### config.mk
export PLATFORM = sky130hd
export DESIGN_NAME = bin_to_bcd_converter
export DESIGN_NICKNAME = d
export VERILOG_FILES = /design/src/rtl/bcd_pkg.sv /design/src/rtl/bcd_digit_adj.sv /design/src/rtl/bin_to_bcd_converter.sv
export SDC_FILE = /design/constraint.sdc
export NUM_CORES = 1
export LEC_CHECK = 0
export CAP_MARGIN = 30
export CORE_ASPECT_RATIO = 1.5
export CORE_MARGIN = 2
export CORE_UTILIZATION = 40
export DETAILED_ROUTE_END_ITERATION = 8
export GPL_TIMING_DRIVEN = 0
export PLACE_DENSITY = 0.61
export SYNTH_ARGS = -nofsm -noshare
export SYNTH_HDL_FRONTEND = slang
export SYNTH_SLANG_ARGS = --single-unit
### constraint.sdc
create_clock -name clk -period 1.97 [get_ports clk]
set_input_delay 0.394 -clock clk [delete_from_list [all_inputs] [get_ports clk]]
set_output_delay 0.394 -clock clk [all_outputs]
set_load 0.005 [all_outputs]
### src/rtl/bcd_pkg.sv
// Shared definitions for the binary-to-BCD converter: FSM encoding, BCD constants
// and the power-of-ten helper used to size the representable range.
package bcd_pkg;

  typedef enum logic {
    ST_IDLE  = 1'b0,
    ST_SHIFT = 1'b1
  } state_t;

  localparam logic [3:0] BCD_NINE = 4'h9;

  function automatic int unsigned pow10(input int unsigned n);
    int unsigned r;
    r = 1;
    for (int unsigned i = 0; i < n; i++) begin
      r = r * 10;
    end
    return r;
  endfunction

endpackage

### src/rtl/bcd_digit_adj.sv
// Double-dabble digit correction: a digit of 5 or more gets +3 before the next shift,
// so that the shift carries it correctly into the next decimal position.
module bcd_digit_adj (
  input  logic [3:0] digit,
  output logic [3:0] adj
);

  assign adj = (digit >= 4'd5) ? digit + 4'd3 : digit;

endmodule

### src/rtl/bin_to_bcd_converter.sv
// Sequential shift-add-3 binary-to-BCD converter with start/busy/done handshake.
// Operands above the decimal range saturate to all nines and raise overflow.
module bin_to_bcd_converter
  import bcd_pkg::*;
#(
  parameter int BIN_W  = 14,
  parameter int DIGITS = 4
) (
  input  logic                  clk,
  input  logic                  rst_n,
  input  logic                  start,
  input  logic [BIN_W-1:0]      bin_in,
  output logic                  busy,
  output logic                  done,
  output logic [4*DIGITS-1:0]   bcd_out,
  output logic                  overflow
);

  localparam int unsigned MAX_VAL = pow10(DIGITS) - 1;
  localparam int          SCR_W   = 4 * DIGITS + BIN_W;
  localparam int          CNT_W   = $clog2(BIN_W + 1);

  state_t             state;
  state_t             state_nx;
  logic [SCR_W-1:0]   scratch;
  logic [SCR_W-1:0]   scratch_adj;
  logic [SCR_W-1:0]   scratch_nx;
  logic [CNT_W-1:0]   cnt;
  logic               ovf_l;
  logic               ovf_in;
  logic               last;

  // Upper 4*DIGITS bits of the scratch register are the BCD accumulator.
  for (genvar i = 0; i < DIGITS; i++) begin : g_adj
    bcd_digit_adj u_adj (
      .digit (scratch[BIN_W + 4*i +: 4]),
      .adj   (scratch_adj[BIN_W + 4*i +: 4])
    );
  end

  assign scratch_adj[BIN_W-1:0] = scratch[BIN_W-1:0];
  assign scratch_nx             = {scratch_adj[SCR_W-2:0], 1'b0};
  assign last                   = (cnt == CNT_W'(1));
  assign ovf_in                 = (32'(bin_in) > MAX_VAL);
  assign busy                   = (state == ST_SHIFT);

  always_comb begin
    state_nx = state;
    case (state)
      ST_IDLE:  if (start) state_nx = ST_SHIFT;
      ST_SHIFT: if (last)  state_nx = ST_IDLE;
      default:  state_nx = ST_IDLE;
    endcase
  end

  always_ff @(posedge clk or negedge rst_n) begin
    if (!rst_n) state <= ST_IDLE;
    else        state <= state_nx;
  end

  always_ff @(posedge clk or negedge rst_n) begin
    if (!rst_n) begin
      scratch  <= '0;
      cnt      <= '0;
      ovf_l    <= 1'b0;
      done     <= 1'b0;
      bcd_out  <= '0;
      overflow <= 1'b0;
    end else begin
      done <= 1'b0;
      if (state == ST_IDLE) begin
        if (start) begin
          scratch <= {{(4*DIGITS){1'b0}}, bin_in};
          cnt     <= CNT_W'(BIN_W);
          ovf_l   <= ovf_in;
        end
      end else begin
        scratch <= scratch_nx;
        cnt     <= cnt - CNT_W'(1);
        if (last) begin
          done     <= 1'b1;
          overflow <= ovf_l;
          bcd_out  <= ovf_l ? {DIGITS{BCD_NINE}} : scratch_nx[SCR_W-1:BIN_W];
        end
      end
    end
  end

endmodule

==> impl_metrics.ini <==
[worst_hold_path]
hold_class = in -> async

[timing]
final-hold-violation-count = 0
finalCriticalPeriod_ns = 1.580
worst_pin_slew_ns = 0.5742
setup-tns-final_ns = 0
rsz0062_at_grt = false
setup_viol = 0
slew_viol_final = 0
fmax_ghz = 0.6328
final.setup_skew_ns = 0.007961
max-slew-margin-rel_pct = 61.72
fin_ws_ns = 0.3898
fin_crit_sh_pct = 80.21

[worst_setup_path]
path_cells = clkdlybuf4s50_1
arrival_ns = 1.19
worstReg2RegStart = scratch[26]
slowest_delay_ns = 0.51
crit_slowest_cell = clkdlybuf4s50_1
worst-r2r-setup-slack_ns = 0.45
r2r-end = scratch[28]
startpoint_type = register
cp.depth = 1
critPathTopFamily = buffers and inverters
reg2reg_depth = 6
worstSetupEndpointType = output pin
path_max_fanout = 2
path_buf_inv = 1
worst_ep_required_time_ns = 1.58
crit_type = reg -> out

[logic_synthesis]
synthTopCellsByArea = dfrtp_1, mux2i_1, ha_1, o21ai_0, nand2_1
seq_area_frac_synth_pct = 51.21
yosysTopAreaCellShare_pct = 51.21
ys_warn_count = 0
syn_avg_cell_area_um2 = 10.60
yosysUniqueCellTypes = 27
muxShareOfSynthArea_pct = 9.483
synth_compound_area_share_pct = 13.89
ys_seq_elements = 54
yosys.area_share.simple_pct = 13.75
synthCells = 249
syn_nets = 276
synth_top_family_by_area = compound AO/OA/AOI/OAI gates
synthXorXnorAreaFrac_pct = 1.991
netlist_area_um2 = 2639
synthAdderAreaFrac_pct = 4.742
yosys.area.top_type = dfrtp_1

[global_route]
gr-usage-met3_pct = 2.713
grt_start_max_net_pins = 32
busiest_layer = met2
use_met2_pct = 29.97
use_met1_pct = 19.17
grt_pass1_vias = 1950
antenna_found_initial = 0
grt_use_total_pct = 16.23
grt_overflow = 0
grt_pass1_wl_um = 9287

[cells_and_area]
final_common_cell = dfrtp_1
layout.nets = 318
areaGrowthSynthToFinish_pct = 19.96
final_cell_count_no_fill = 367
antenna_cells = 0
utilization_pct = 49.15
final_cell_mix = dfrtp_1, clkdlybuf4s50_1, mux2i_1
drive_above_1_share_pct = 9.278

[route]
via_per_inst = 5.185
dr.first_iter.drc_count = 35
wl_um = 5462
ant_nets = 0
vias = 1903
drcViolationCount = 0
drt-wirelength-per-cell_um = 14.88
first_pass_iters = 4

[pwr]
p_leak_uw = 0.001473
power.density_nw_per_um2 = 1502
max-vdd-ir-drop_uv = 483.3
totalPowerFinal_uw = 4754

[placed_design]
place.gp.congestion = 0.7745
hpwlAfterDp_um = 3996
place_inst = 360
pre_cts_ws_ns = 0.2166
port_buffers = 34

[clock_tree]
cts_hold_buffers = 0
numClockSinks = 54
post-cts-setup-buffer-count = 0
clock-root-buffer = clkbuf_8
clkTransAtPathRegs_ns = 0.09
htreeDepth = 2
clock_latency_ns = 0.30
cts_resized = 0
cts_buffer_depth = 2
cts_tree = done
cts_buffers = 5

[run]
max_cap_viol_count = 0

[die]
die-area_um2 = 7276
core_area_um2 = 6441
die_w_um = 70.32
io_pins = 36
start_util_pct = 40.97
std_cell_rows = 36
dieHeight_um = 103.5

[status]
status = complete, no violations
-- state kept, by name (all words and copies together), names as in the netlist --
signal and cells:
bcd_out 16, busy 1, cnt 4, done 1
overflow 1, ovf_l 1, scratch 30
-- cells in the mapped netlist --
library cell  count
nand2b_1         12
a21o_1            7
inv_1            10
ha_1             10
buf_2             8
nand3_1           2
a21oi_2           4
o31ai_1           2
nor2_4            1
nor4_1            1
nor3_1            8
a31oi_1           1
nor3b_1          10
nand3_2           1
xnor2_1           6
o21ai_0          19
nor2_1           13
buf_4             1
dfrtp_1          54
clkbuf_1          2
a21oi_1          16
nand2_1          23
buf_6             3
o31ai_2           1
a22o_1            8
inv_2             1
mux2i_1          25
-- routing by layer --
layer	wire length (um)	vias up
li1	-	937
met1	2353	928
met2	2873	32
met3	156	6
met4	79	0
met5	0	-
-- through the flow --
step                      area [um^2]  hold slack, ns
after floorplan                  2639         0.09841
after global placement           3074          0.4539
after detailed placement         3089          0.4264
after CTS                        3166         0.08529
after global routing             3166          0.1073
final                            3166         0.07335
-- where the power goes --
part	internal, uW	switching [uW]	total [uW]
Clock	246	342	588
Combinational	1150	1040	2190
Sequential	1600	375	1980
Total	3000	1750	4750
-- cell families (layout without fill, tap and decap cells) --
logic type | Yosys count | after routing
XOR/XNOR | 6 | 6
flip-flops | 54 | 54
AND/OR/NAND/NOR | 71 | 71
buffers and inverters | 25 | 67
adder cells (fa/ha/maj) | 10 | 10
AO/OA/AOI/OAI | 58 | 58
multiplexers | 25 | 25
-- worst max path at each step --
stage	from	end	slack [ns]
2_1_floorplan	scratch[26]	bcd_out[14]	0.62
3_3_place_gp	rst_n	scratch[17]	-1.21
3_5_place_dp	bin_in[7]	ovf_l	0.22
4_1_cts	bcd_out[2]	bcd_out[2]	0.38
5_1_grt	scratch[19]	bcd_out[6]	0.33
6_report	bcd_out[1]	bcd_out[1]	0.39
-- layout make-up --
cell class                 instances  area (um^2)
fill                             606         3276
sequential                        54         1351
multi-input combinational        170         1157
timing repair buffer              35        355.3
tap                               76        95.09
buffer                            14        88.84
clock buffer                       7        76.32
inverter                          11        41.29
(Power assumes the default switching activity.)
